**src/rtl/fir_err_monitor.sv**
```systemverilog
// -----------------------------------------------------------------------------
// fir_err_monitor
//
// Measures the error of an approximate-adder FIR against an exact-adder FIR
// over a window of WIN = 2**LOG2WIN accepted samples. The block computes the
// sum of absolute differences, the largest absolute difference, the number of
// samples that differ, and the mean absolute difference.
//
// Parameters
//   LOG2WIN  window length exponent, 1..16 (WIN = 2**LOG2WIN)
//   W        sample width in bits
//
// Ports
//   clk       clock, rising edge
//   rst       synchronous active-high reset
//   start     begin a new window (sampled only in IDLE or DONE)
//   in_valid  approx/exact pair valid this cycle
//   approx    approximate FIR output, unsigned
//   exact     exact FIR output for the same input sample, unsigned
//   busy      high while a window is being collected or drained
//   done      one-cycle pulse when the results are final
//   sad       sum of |approx-exact| over the window
//   max_err   largest |approx-exact| in the window
//   err_cnt   number of samples with approx != exact
//   mean_err  sad >> LOG2WIN, truncated
//
// Timing: the clock edge that accepts the last sample of a window fills the
// sample counter. In the following cycle the FSM sees the full counter and
// moves to DRAIN, which lasts two cycles, so done is high in the fourth cycle
// after the accepting edge. The pipeline is empty long before then; the
// DRAIN cycles keep the result timing fixed regardless of pipeline depth.
// -----------------------------------------------------------------------------
module fir_err_monitor #(
    parameter int LOG2WIN = 8,
    parameter int W       = 16
) (
    input  logic             clk,
    input  logic             rst,
    input  logic             start,
    input  logic             in_valid,
    input  logic [W-1:0]     approx,
    input  logic [W-1:0]     exact,
    output logic             busy,
    output logic             done,
    output logic [31:0]      sad,
    output logic [W-1:0]     max_err,
    output logic [16:0]      err_cnt,
    output logic [W-1:0]     mean_err
);

    typedef enum logic [1:0] {
        IDLE  = 2'd0,
        RUN   = 2'd1,
        DRAIN = 2'd2,
        DONE  = 2'd3
    } state_t;

    // Terminal value of the sample counter: exactly WIN, no wrap-around.
    localparam logic [LOG2WIN:0] WIN_CNT = {1'b1, {LOG2WIN{1'b0}}};

    // Absolute difference using a W+1-bit subtraction; the extra bit is the
    // borrow that tells which operand was larger.
    function automatic logic [W-1:0] abs_diff(input logic [W-1:0] a,
                                              input logic [W-1:0] b);
        logic [W:0] diff;
        diff = {1'b0, a} - {1'b0, b};
        if (diff[W]) begin
            abs_diff = b - a;
        end else begin
            abs_diff = diff[W-1:0];
        end
    endfunction

    state_t             state_r;
    state_t             next_state_s;
    logic               accept_s;
    logic               clear_s;
    logic               drain_r;
    logic [LOG2WIN:0]   cnt_r;

    logic               s1_valid_r;
    logic [W-1:0]       s1_d_r;
    logic               s1_ne_r;

    logic [31:0]        sad_r;
    logic [W-1:0]       max_r;
    logic [16:0]        err_cnt_r;
    logic               busy_r;
    logic               done_r;

    // FSM state register.
    always_ff @(posedge clk) begin
        if (rst) begin
            state_r <= IDLE;
        end else begin
            state_r <= next_state_s;
        end
    end

    // FSM next-state logic plus the accept/clear strobes for the datapath.
    always_comb begin
        next_state_s = state_r;
        accept_s     = 1'b0;
        clear_s      = 1'b0;
        case (state_r)
            IDLE: begin
                if (start) begin
                    clear_s      = 1'b1;
                    next_state_s = RUN;
                end else begin
                    next_state_s = IDLE;
                end
            end
            RUN: begin
                // Once the counter is full the window is closed; any further
                // in_valid is ignored while the FSM heads for DRAIN.
                if (cnt_r == WIN_CNT) begin
                    next_state_s = DRAIN;
                end else begin
                    accept_s     = in_valid;
                    next_state_s = RUN;
                end
            end
            DRAIN: begin
                if (drain_r) begin
                    next_state_s = DONE;
                end else begin
                    next_state_s = DRAIN;
                end
            end
            DONE: begin
                if (start) begin
                    clear_s      = 1'b1;
                    next_state_s = RUN;
                end else begin
                    next_state_s = IDLE;
                end
            end
            default: begin
                next_state_s = IDLE;
            end
        endcase
    end

    // DRAIN cycle tracker: 0 in the first DRAIN cycle, 1 in the second.
    always_ff @(posedge clk) begin
        if (rst) begin
            drain_r <= 1'b0;
        end else if (state_r == DRAIN) begin
            drain_r <= ~drain_r;
        end else begin
            drain_r <= 1'b0;
        end
    end

    // Accepted-sample counter.
    always_ff @(posedge clk) begin
        if (rst) begin
            cnt_r <= '0;
        end else if (clear_s) begin
            cnt_r <= '0;
        end else if (accept_s) begin
            cnt_r <= cnt_r + (LOG2WIN+1)'(1);
        end else begin
            cnt_r <= cnt_r;
        end
    end

    // Pipeline stage 1: absolute difference and nonzero flag.
    always_ff @(posedge clk) begin
        if (rst) begin
            s1_valid_r <= 1'b0;
            s1_d_r     <= '0;
            s1_ne_r    <= 1'b0;
        end else begin
            s1_valid_r <= accept_s;
            if (accept_s) begin
                s1_d_r  <= abs_diff(approx, exact);
                s1_ne_r <= (approx != exact);
            end else begin
                s1_d_r  <= s1_d_r;
                s1_ne_r <= s1_ne_r;
            end
        end
    end

    // Pipeline stage 2: accumulators. A clear can never coincide with a valid
    // stage-1 entry because stage 1 is empty in IDLE and DONE.
    always_ff @(posedge clk) begin
        if (rst) begin
            sad_r     <= 32'd0;
            max_r     <= '0;
            err_cnt_r <= 17'd0;
        end else if (clear_s) begin
            sad_r     <= 32'd0;
            max_r     <= '0;
            err_cnt_r <= 17'd0;
        end else if (s1_valid_r) begin
            sad_r     <= sad_r + 32'(s1_d_r);
            err_cnt_r <= err_cnt_r + 17'(s1_ne_r);
            if (s1_d_r > max_r) begin
                max_r <= s1_d_r;
            end else begin
                max_r <= max_r;
            end
        end else begin
            sad_r     <= sad_r;
            max_r     <= max_r;
            err_cnt_r <= err_cnt_r;
        end
    end

    // Status outputs registered from the next state so they track the FSM
    // state exactly, with no decode glitches on the ports.
    always_ff @(posedge clk) begin
        if (rst) begin
            busy_r <= 1'b0;
            done_r <= 1'b0;
        end else begin
            busy_r <= (next_state_s == RUN) || (next_state_s == DRAIN);
            done_r <= (next_state_s == DONE);
        end
    end

    assign busy     = busy_r;
    assign done     = done_r;
    assign sad      = sad_r;
    assign max_err  = max_r;
    assign err_cnt  = err_cnt_r;
    // Mean is a plain bit-select of the registered sum; it always fits in W
    // bits because every term is at most 2**W-1.
    assign mean_err = sad_r[LOG2WIN +: W];

endmodule

```
**config.mk**
```make
export PLATFORM = sky130hd
export DESIGN_NAME = fir_err_monitor
export DESIGN_NICKNAME = d
export VERILOG_FILES = /design/src/rtl/fir_err_monitor.sv
export SDC_FILE = /design/constraint.sdc
export NUM_CORES = 1
export LEC_CHECK = 0
export CORE_ASPECT_RATIO = 0.6
export CORE_MARGIN = 4
export CORE_UTILIZATION = 58
export DETAILED_ROUTE_END_ITERATION = 8
export HOLD_SLACK_MARGIN = 0.06
export PLACE_DENSITY = 0.94
export SYNTH_ARGS = -nofsm -noshare
export SYNTH_HDL_FRONTEND = slang
export SYNTH_SLANG_ARGS = --single-unit
```
**constraint.sdc**
```tcl
create_clock -name clk -period 6.2 [get_ports clk]
set_clock_uncertainty 0.15 [all_clocks]
set_input_delay 1.55 -clock clk [delete_from_list [all_inputs] [get_ports clk]]
set_output_delay 1.55 -clock clk [all_outputs]
set_load 0.02 [all_outputs]
```
After elaboration in Yosys (flattened, before gate mapping) --
Index checks and enable logic that the tools add are counted.
Storage, ports and cells: register bits after elaboration 97, input port bits 36, output and inout bits 83, word-level logic and storage cells 42
Operators by class: $add $sub $neg 5, order comparisons 1, equal/unequal tests 8, mux-type cells 9, bitwise gates (word level) 2, reductions and logical operators 6
Operator list (number):
- $add 32x16->32 | 1
- $add 17x1->17 | 1
- $sub 16x16->17 | 1
- $gt 16x16->1 | 1
- $mux 16 | 1
- $ne 16x16->1 | 1
- $sub 16x16->16 | 1
- $add 9x1->9 const B | 1
- $eq 9x9->1 const B | 1
- $eq 2x2->1 const B | 4
- $mux 1 | 6
- $pmux 2 s3 | 1
- $reduce_or 2->1 | 3
- $eq 2x1->1 const B | 2
- $logic_not 2->1 | 1
- $mux 2 | 1
- $not 1->1 | 2
- $reduce_and 2->1 | 1
- $logic_or 1x1->1 | 1

Logic depth before layout (Yosys ltp) --
Gate-level depths: netlist of the first run.
depth in word-level cells 5, gate-level depth with buffers 11, mapped depth without buffers 10

Worst setup path before layout of the first run --
Ideal clock, no wire load.
path kind input port to flip-flop, start point input port approx[0], end point register s1_d_r[14], library setup time 88 ps, arrival time 3634 ps, required time 5962 ps, slack 2328 ps, cell stages on the path 10, buffers on the path 0, cell sequence inv_1 ha_1 fa_1 nand2b_2 a211oi_4 o211ai_4 and2_4 and4_1 or3_1 a311oi_2
On the way: longest elaborated chain between the ends 2, elaborated cells on any way between the ends 3, those cells by class 2 x add/sub; 1 x mux
Ends and longest elaborated chain:
- start, declared | RTL line 41 | input logic [W-1:0] approx,
- $sub 16x16->17 or $sub 16x16->16 (tied branches) | RTL line 66, 68
- $mux 16 (*) | RTL line 67 | if (diff[W]) begin
- end signal, assigned | RTL line 178 | s1_d_r <= abs_diff(approx, exact);
- end signal, assigned | RTL line 181 | s1_d_r <= s1_d_r;
- end, declared | RTL line 82 | logic [W-1:0] s1_d_r;
Every way passes the cells marked *; elsewhere a longest branch is shown, timed or not. A chain may end at the register's enable or synchronous reset.

Worst setup path in the final report of the first run --
Same ends and word-level chain as after synthesis.

==> impl_metrics.env, run 1 <==
export IMPL_grt_busiest_layer="met2"
export IMPL_post_cts_buffers=0
export IMPL_critPathLaunchType="primary input"
export IMPL_slowest_stage="clkdlybuf4s50_1"
export IMPL_htree_num_levels=3
export IMPL_max_vdd_ir_drop_mv=0.145
export IMPL_hpwlAfterDp_microns=13200
export IMPL_grt_setup_unrepaired="no"
export IMPL_grt_usage=0.245
export IMPL_p_leak_nw=3.20
export IMPL_critPathMaxStageDelay_ns=0.48
export IMPL_slew_violations=0
export IMPL_finalCritPeriodShare=0.695
export IMPL_worstMarginPinSlew_ns=1.16
export IMPL_start_util=0.598
export IMPL_cts_buffers=9
export IMPL_endpoint_kind="flop"
export IMPL_grt_pass1_wl_microns=27800
export IMPL_grt_max_degree=45
export IMPL_p_comb_frac=0.206
export IMPL_final_area_sq_um=8220
export IMPL_place_inst=1056
export IMPL_pwr_share_seq=0.436
export IMPL_power_switching_mw=0.428
export IMPL_critical_path_required_ns=6.30
export IMPL_clk_path_buf_depth=2
export IMPL_drt_iter0_markers=491
export IMPL_power_density_nw_per_um2=181
export IMPL_grt_pass1_vias=5724
export IMPL_finalNetCount=1016
export IMPL_async_reset_ff_frac=0
export IMPL_synth_area_sq_um=6800
export IMPL_swShare=0.287
export IMPL_clock_sinks=97
export IMPL_tns_ns=0
export IMPL_fp_dieW_microns=148
export IMPL_die_h_microns=91.9
export IMPL_clkPwrFrac=0.357
export IMPL_yosys_warnings=0
export IMPL_fin_crit_ns=4.31
export IMPL_grt_overflow=0
export IMPL_synth_edf_count=0
export IMPL_ios=119
export IMPL_finalHoldViolations=0
export IMPL_antenna_found_initial=0
export IMPL_wirelength_microns=17100
export IMPL_ys_seq_area_frac=0.286
export IMPL_tritoncts="built"
export IMPL_worstSetupPathType="primary input to flop"
export IMPL_synthFlopType="dfxtp_1"
export IMPL_reg2reg_depth=9
export IMPL_final_cells=1072
export IMPL_place_area_sq_um=7930
export IMPL_dr_total_vias=6183
export IMPL_antenna_cells=0
export IMPL_met2_usage=0.373
export IMPL_fin_hold_ws_ns=0.272
export IMPL_clk_pin_slew_ns=0.06
export IMPL_hold_path_class="flop to flop"
export IMPL_synthCells=823
export IMPL_drive_gt1_frac=0.0471
export IMPL_fmax_ghz=0.232
export IMPL_status="finished, final reports clean"
export IMPL_max_cap_violations=0
export IMPL_path_delay_family="simple AND/OR/NAND/NOR gates"
export IMPL_synth_nets=932
export IMPL_ys_seq_elements=97
export IMPL_syn_mean_instance_area_sq_um=8.26
export IMPL_holdPathStages=1
export IMPL_synthDistinctLibCells=69
export IMPL_dpl_worst_slack_ns=1.58
export IMPL_grtUsageMet1=0.356
export IMPL_setup_violations_final=0
export IMPL_drc=0
export IMPL_arrival_ns=4.41
export IMPL_avgViaCountPerCell=5.77
export IMPL_cts_hold_buf=0
export IMPL_worst_path_stages=11
export IMPL_cp_max_fo=11
export IMPL_port_buffers=118
export IMPL_num_rows=30
export IMPL_wire_per_inst_microns=16.0
export IMPL_clk_latency_ns=0.34
export IMPL_cp_buffers_inverters=2
export IMPL_p_int_mw=1.06
export IMPL_syn2layout_area_growth_pct=20.9
export IMPL_die_area_sq_um=13600
export IMPL_num_fill_cells=844
export IMPL_cts_resized_gates=0
export IMPL_core_sq_um=11400
export IMPL_gp_congestion=0.914
export IMPL_max_slew_margin=0.224
export IMPL_ant_nets=0
export IMPL_path_cells="clkdlybuf4s50_1, inv_1, ha_1, fa_1, nand2b_2, a211oi_4, o211ai_4, and2_4, and4_1, or3_1, a311oi_2"
export IMPL_grtUsageMet3=0.0558
export IMPL_fin_ws_ns=1.89
export IMPL_cts_root_buffer="clkbuf_16"
export IMPL_dr_pass1_iters=7
==> kinds of logic after synthesis <==
family | count (synthesis) | share of synthesized area
AND/OR/NAND/NOR | 262 | 0.186
AO/OA/AOI/OAI | 198 | 0.201
buffers and inverters | 110 | 0.0758
flip-flops | 97 | 0.286
adder cells (fa/ha/maj) | 73 | 0.138
XOR/XNOR | 46 | 0.0593
multiplexers | 37 | 0.0545
==> power groups by stage <==
stage          combinational (mW)  sequential (mW)  clock (mW)
6_report                    0.307            0.649       0.532
5_1_grt                     0.336            0.650       0.566
4_1_cts                     0.301            0.648       0.534
3_5_place_dp                0.299            0.663           0
3_3_place_gp                0.289            0.662           0
2_1_floorplan               0.221            0.657           0
==> layer usage <==
layer	wire length, microns	share of wire
met4	220	0.013
met5	0	0
met3	1570	0.092
met2	7270	0.42
met1	8080	0.47
==> final cells by class <==
cell class | instances | area (sq um) | share of cell area
well taps | 160 | 200 | 0.0244
clock inverters | 3 | 23.8 | 0.00289
clock buffers | 13 | 260 | 0.0317
multi-input cells | 616 | 4350 | 0.530
repair buffers | 122 | 1210 | 0.147
inverters | 61 | 229 | 0.0279
flip-flops and latches | 97 | 1940 | 0.236
==> synth_stat cells, types with 2 or more instances <==
library cell,n,area share
dfxtp_1,97,0.29
nor2_1,78,0.043
nand2_1,76,0.042
ha_1,70,0.13
inv_1,61,0.034
a21oi_1,57,0.042
mux2i_1,37,0.054
o21ai_0,27,0.020
buf_4,25,0.028
xor2_1,24,0.031
xnor2_1,22,0.028
clkbuf_1,20,0.011
nand4_1,19,0.017
o21a_1,17,0.019
a211oi_1,16,0.018
a21o_1,15,0.017
nand3_1,14,0.010
nor3_1,12,0.0088
or3_1,12,0.011
and3_1,11,0.010
nor2b_1,10,0.0092
o211ai_1,9,0.0099
o21ai_1,8,0.0059
o21bai_1,6,0.0066
a21boi_0,5,0.0055
a31oi_1,5,0.0046
nand3b_1,5,0.0055
a221oi_1,4,0.0052
and2_1,4,0.0037
nand2b_1,4,0.0037
and4_1,3,0.0039
fa_1,3,0.0088
o21ai_2,3,0.0039
o31ai_1,3,0.0033
and2_4,2,0.0026
buf_1,2,0.0011
nor4_1,2,0.0018
o41ai_1,2,0.0026
or2_2,2,0.0018
or4b_1,2,0.0029
==> stage by stage <==
stage	util	power (mW)
3_5_place_dp	0.698	0.961
4_1_cts	0.723	1.48
3_3_place_gp	0.698	0.951
6_report	0.723	1.49
5_1_grt	0.723	1.55
2_1_floorplan	-	0.878
==> cells in the final DEF, fill, tap and decap left out, types with 12 or more instances in the layout <==
cell type / n
clkdlybuf4s50_1: 118
dfxtp_1: 97
nor2_1: 78
nand2_1: 76
ha_1: 70
inv_1: 61
a21oi_1: 56
mux2i_1: 37
o21ai_0: 27
xor2_1: 24
xnor2_1: 22
nand4_1: 19
o21a_1: 17
a211oi_1: 16
a21o_1: 15
nand3_1: 14
nor3_1: 12
or3_1: 12
==> state kept, by name, summed over array words and instances, names as in the netlist <==
signal and count:
s1_valid_r 1, sad 32, err_cnt 17, cnt_r 9, drain_r 1, busy 1
state_r 2, s1_ne_r 1, max_err 16, done 1, s1_d_r 16
==> worst paths after layout <==
check / from / to / slack [ns]
max: approx[0] / s1_d_r[14] / 1.89
min: drain_r / drain_r / 0.27
max reg2reg: s1_d_r[0] / sad[28] / 2.89
min reg2reg: drain_r / drain_r / 0.27
Power figures use the tool's default switching activity.
==> inputs of run 2 (changes only) <==
--- a/config.mk
+++ b/config.mk
@@ -7,10 +7,10 @@
 export LEC_CHECK = 0
 export CORE_ASPECT_RATIO = 0.6
 export CORE_MARGIN = 4
-export CORE_UTILIZATION = 58
+export CORE_UTILIZATION = 54
 export DETAILED_ROUTE_END_ITERATION = 8
 export HOLD_SLACK_MARGIN = 0.06
-export PLACE_DENSITY = 0.94
+export PLACE_DENSITY = 0.88
 export SYNTH_ARGS = -nofsm -noshare
 export SYNTH_HDL_FRONTEND = slang
 export SYNTH_SLANG_ARGS = --single-unit
==> constraint.sdc (replaced) <==
create_clock -name clk -period 4.3 [get_ports clk]
set_clock_uncertainty 0.15 [all_clocks]
set_input_delay 1.075 -clock clk [delete_from_list [all_inputs] [get_ports clk]]
set_output_delay 1.075 -clock clk [all_outputs]
set_load 0.02 [all_outputs]
==> run 2 against run 1 <==
Against the previous run:
- combinational power increased by 42%
- first-iteration DRC count fell by 7.7%
- design area increased by 0.82%
- non-clock buffer count increased by 2
- setup slack worse by 1.4 ns
- critical path type unchanged
- largest power group unchanged
==> impl_metrics.env, run 2 (synthesized netlist as in run 1, its figures left out) <==
export IMPL_status="finished, final reports clean"
export IMPL_port_buffers=118
export IMPL_antenna_cells=0
export IMPL_critical_path_required_ns=4.40
export IMPL_worstSetupPathType="primary input to flop"
export IMPL_place_inst=1063
export IMPL_ios=119
export IMPL_antenna_found_initial=0
export IMPL_avgViaCountPerCell=5.70
export IMPL_cp_max_fo=11
export IMPL_arrival_ns=3.95
export IMPL_path_cells="clkdlybuf4s50_1, inv_1, ha_1, fa_1, nand2b_2, a211oi_4, o211ai_4, and2_4, and4_1, or3_1, a311oi_2"
export IMPL_cp_buffers_inverters=2
export IMPL_gp_congestion=0.931
export IMPL_grt_setup_unrepaired="no"
export IMPL_clk_path_buf_depth=2
export IMPL_finalNetCount=1018
export IMPL_final_cells=1079
export IMPL_grt_max_degree=39
export IMPL_num_rows=31
export IMPL_cts_hold_buf=0
export IMPL_finalHoldViolations=0
export IMPL_die_area_sq_um=14500
export IMPL_finalCritPeriodShare=0.895
export IMPL_power_density_nw_per_um2=272
export IMPL_fin_hold_ws_ns=0.285
export IMPL_start_util=0.558
export IMPL_path_delay_family="simple AND/OR/NAND/NOR gates"
export IMPL_slew_violations=0
export IMPL_drc=0
export IMPL_dpl_worst_slack_ns=0.119
export IMPL_cts_buffers=9
export IMPL_clk_pin_slew_ns=0.06
export IMPL_max_slew_margin=0.196
export IMPL_slowest_stage="clkdlybuf4s50_1"
export IMPL_wire_per_inst_microns=15.7
export IMPL_fin_crit_ns=3.85
export IMPL_max_cap_violations=0
export IMPL_dr_total_vias=6149
export IMPL_endpoint_kind="flop"
export IMPL_hold_path_class="flop to flop"
export IMPL_tritoncts="built"
export IMPL_post_cts_buffers=0
export IMPL_setup_violations_final=0
export IMPL_cts_root_buffer="clkbuf_16"
export IMPL_fin_ws_ns=0.452
export IMPL_cts_resized_gates=0
export IMPL_grt_pass1_vias=5685
export IMPL_grt_overflow=0
export IMPL_core_sq_um=12200
export IMPL_r2r_setup_slack_ns=0.93
export IMPL_wirelength_microns=17000
export IMPL_dr_pass1_iters=5
export IMPL_htree_num_levels=3
export IMPL_tns_ns=0
export IMPL_hpwlAfterDp_microns=13300
export IMPL_ant_nets=0
export IMPL_drt_iter0_markers=453
export IMPL_largest_register_ffs=32
export IMPL_final_common_cell="clkdlybuf4s50_1"
export IMPL_p_leak_nw=3.24
export IMPL_critPathMaxStageDelay_ns=0.48
export IMPL_max_vdd_ir_drop_mv=0.177
export IMPL_critPathLaunchType="primary input"
export IMPL_fp_dieW_microns=153
export IMPL_grt_usage=0.230
export IMPL_die_h_microns=94.9
export IMPL_clock_sinks=97
export IMPL_fmax_ghz=0.260
export IMPL_power_mw=2.25
export IMPL_worstMarginPinSlew_ns=1.21
export IMPL_layout_common_cells="clkdlybuf4s50_1 (118), dfxtp_1 (97), nor2_1 (78)"
export IMPL_clk_latency_ns=0.34
export IMPL_grt_pass1_wl_microns=27700
export IMPL_drive_gt1_frac=0.0514
export IMPL_syn2layout_area_growth_pct=21.9
==> run 2: worst register-to-register path: stages, from the launching register on <==
cell and delay [ns]:
dfxtp_1 0.36, ha_1 0.24, fa_1 0.44, a211oi_2 0.29, o21bai_2 0.15, a2111oi_4 0.42
o41ai_2 0.15, o31ai_2 0.73, nor3_1 0.13, o21a_1 0.21
==> run 2: worst paths after layout <==
kind              startpoint         end  cells after the start
setup / recovery   approx[0]  s1_d_r[14]                     11
hold / removal       drain_r     drain_r                      1
setup reg to reg   s1_d_r[0]     sad[24]                      9
hold reg to reg      drain_r     drain_r                      1
==> run 2: power by group <==
| group | leakage, nW | internal (mW) | switching [mW] |
|---|---|---|---|
| combinational | 2.29 | 0.191 | 0.246 |
| clock | 0.163 | 0.528 | 0.350 |
| sequential | 0.784 | 0.913 | 0.0242 |
| total | 3.24 | 1.63 | 0.621 |
==> run 2: through the flow <==
step	cell area, sq um	util
floorplan	6800	-
global placement	7960	0.653
detailed placement	7960	0.653
CTS	8290	0.680
global route	8290	0.680
finish	8290	0.680
==> run 2: area by class of cell <==
cell class	instances	area [sq um]
clock buffers	10	239
clock inverters	6	91.3
fillers	1005	3890
inverters	61	229
multi-input cells	616	4350
flip-flops and latches	97	1940
well taps	165	206
repair buffers	124	1230
==> run 2: routing by layer <==
layer | global-route usage | share of wire | vias up
met5 | 0 | 0 | -
met1 | 0.345 | 0.48 | 2825
met3 | 0.0444 | 0.089 | 30
met4 | 0.0645 | 0.020 | 0
met2 | 0.334 | 0.41 | 249
li1 | - | - | 3045
==> inputs of run 3 (changes only) <==
--- a/config.mk
+++ b/config.mk
@@ -5,9 +5,11 @@
 export SDC_FILE = /design/constraint.sdc
 export NUM_CORES = 1
 export LEC_CHECK = 0
+export CELL_PAD_IN_SITES_DETAIL_PLACEMENT = 1
+export CELL_PAD_IN_SITES_GLOBAL_PLACEMENT = 1
 export CORE_ASPECT_RATIO = 0.6
 export CORE_MARGIN = 4
-export CORE_UTILIZATION = 54
+export CORE_UTILIZATION = 40
 export DETAILED_ROUTE_END_ITERATION = 8
 export HOLD_SLACK_MARGIN = 0.06
 export PLACE_DENSITY = 0.88
==> run 3 against run 2 <==
Against the previous run:
- core utilization decreased by 17 points
- via count increased by 2.3%
- largest power group unchanged
- setup slack improved by 0.049 ns
- maximum frequency increased by 1.3%
- critical path depth stayed put
- sequential cell count unchanged
- non-clock buffer count up 4
- design area up 1.1%
- critical path type unchanged
- register-to-register slack worse by 0.04 ns
- power decreased by 0.23%
- largest cell class unchanged
- count of clock-buffer cells in the layout is the same
- sequential power about the same
==> impl_metrics.env, run 3 (synthesized netlist as in run 1, its figures left out) <==
export IMPL_layout_common_cells="clkdlybuf4s50_1 (118), dfxtp_1 (97), nor2_1 (78)"
export IMPL_grt_pass1_wl_microns=33400
export IMPL_clk_pin_slew_ns=0.07
export IMPL_antenna_found_initial=0
export IMPL_drive_gt1_frac=0.0556
export IMPL_cts_resized_gates=0
export IMPL_fin_util=0.509
export IMPL_reg2reg_depth=9
export IMPL_path_delay_family="simple AND/OR/NAND/NOR gates"
export IMPL_fin_crit_ns=3.80
export IMPL_path_cells="clkdlybuf4s50_1, inv_1, ha_1, fa_1, nand2b_2, a211oi_4, o211ai_4, and2_4, and4_1, or3_1, a311oi_2"
export IMPL_gp_congestion=0.929
export IMPL_max_cap_violations=0
export IMPL_port_buffers=118
export IMPL_die_area_sq_um=19200
export IMPL_critPathLaunchType="primary input"
export IMPL_cp_endpoint="s1_d_r[14]"
export IMPL_hpwlAfterDp_microns=16300
export IMPL_cp_buffers_inverters=2
export IMPL_worstSetupPathType="primary input to flop"
export IMPL_final_seq_area_sq_um=1940
export IMPL_fp_dieW_microns=176
export IMPL_tns_ns=0
export IMPL_cts_root_buffer="clkbuf_16"
export IMPL_finalHoldViolations=0
export IMPL_ant_nets=0
export IMPL_start_util=0.413
export IMPL_grt_setup_unrepaired="no"
export IMPL_cts_hold_buf=0
export IMPL_clk_path_buf_depth=2
export IMPL_ios=119
export IMPL_clk_latency_ns=0.35
export IMPL_p_leak_nw=3.25
export IMPL_worst_path_stages=11
export IMPL_final_common_cell="clkdlybuf4s50_1"
export IMPL_r2r_start="s1_d_r[0]"
export IMPL_power_density_nw_per_um2=268
export IMPL_grt_pass1_vias=6408
export IMPL_wirelength_microns=20500
export IMPL_arrival_ns=3.91
export IMPL_syn2layout_area_growth_pct=23.2
export IMPL_worstMarginPinSlew_ns=1.18
export IMPL_dr_total_vias=6288
export IMPL_hold_path_class="flop to flop"
export IMPL_clock_sinks=97
export IMPL_fin_hold_ws_ns=0.283
export IMPL_htree_num_levels=3
export IMPL_slowest_stage="clkdlybuf4s50_1"
export IMPL_critPathMaxStageDelay_ns=0.48
export IMPL_num_rows=36
export IMPL_avgViaCountPerCell=5.49
export IMPL_largest_register_ffs=32
export IMPL_drc=0
export IMPL_cp_max_fo=11
export IMPL_r2r_setup_slack_ns=0.89
export IMPL_max_slew_margin=0.215
export IMPL_fmax_ghz=0.263
export IMPL_crit_start="approx[0]"
export IMPL_drt_iter0_markers=381
export IMPL_finalNetCount=1022
export IMPL_critical_path_required_ns=4.41
export IMPL_antenna_cells=0
export IMPL_grt_overflow=0
export IMPL_post_cts_buffers=0
export IMPL_die_h_microns=109
export IMPL_grt_max_degree=33
export IMPL_multiInputGateArea_sq_um=4350
export IMPL_setup_violations_final=0
export IMPL_core_sq_um=16400
export IMPL_dr_pass1_iters=4
export IMPL_num_fill_cells=1937
export IMPL_cts_buffers=9
export IMPL_wire_per_inst_microns=17.9
export IMPL_endpoint_kind="flop"
export IMPL_max_vdd_ir_drop_mv=0.143
export IMPL_slew_violations=0
export IMPL_grt_usage=0.214
export IMPL_status="finished, final reports clean"
export IMPL_finalCritPeriodShare=0.883
export IMPL_tritoncts="built"
export IMPL_r2r_end="sad[28]"
[run 3: layer usage]
layer | vias to the layer above | part of all wire | track usage
met5 | - | 0 | 0
li1 | 3047 | - | -
met3 | 15 | 0.055 | 0.0419
met4 | 0 | 0.0091 | 0.0439
met1 | 3066 | 0.51 | 0.309
met2 | 160 | 0.43 | 0.334
[run 3: how the worst min path moves through the flow]
stage,from,to,depth (start not counted)
global route,drain_r,drain_r,1
finish,drain_r,drain_r,1
global placement,drain_r,drain_r,1
floorplan,drain_r,drain_r,1
detailed placement,drain_r,drain_r,1
CTS,drain_r,drain_r,1
[run 3: power by group]
| group | switching [mW] | total [mW] | leakage (nW) | internal [mW] |
|---|---|---|---|---|
| registers | 0.0246 | 0.937 | 0.784 | 0.913 |
| logic | 0.265 | 0.458 | 2.31 | 0.193 |
| clock network | 0.376 | 0.851 | 0.154 | 0.475 |
| total | 0.666 | 2.25 | 3.25 | 1.58 |
[run 3: metrics by stage]
step           power, mW  setup slack [ns]  instances  area [sq um]
6_report            2.25             0.502       1146          8370
5_1_grt             2.35             0.404       1146          8370
4_1_cts             2.26             0.528       1146          8370
3_5_place_dp        1.41             0.181       1130          8060
3_3_place_gp        1.39             0.203       1130          8060
2_1_floorplan       1.27             0.903        823          6800
[run 3: layout make-up]
class | instances | area share
clock inverters | 6 | 0.00837
clock buffers | 10 | 0.0285
multi-input cells | 616 | 0.520
inverters | 61 | 0.0273
repair buffers | 128 | 0.150
flip-flops and latches | 97 | 0.232
well taps | 228 | 0.0341
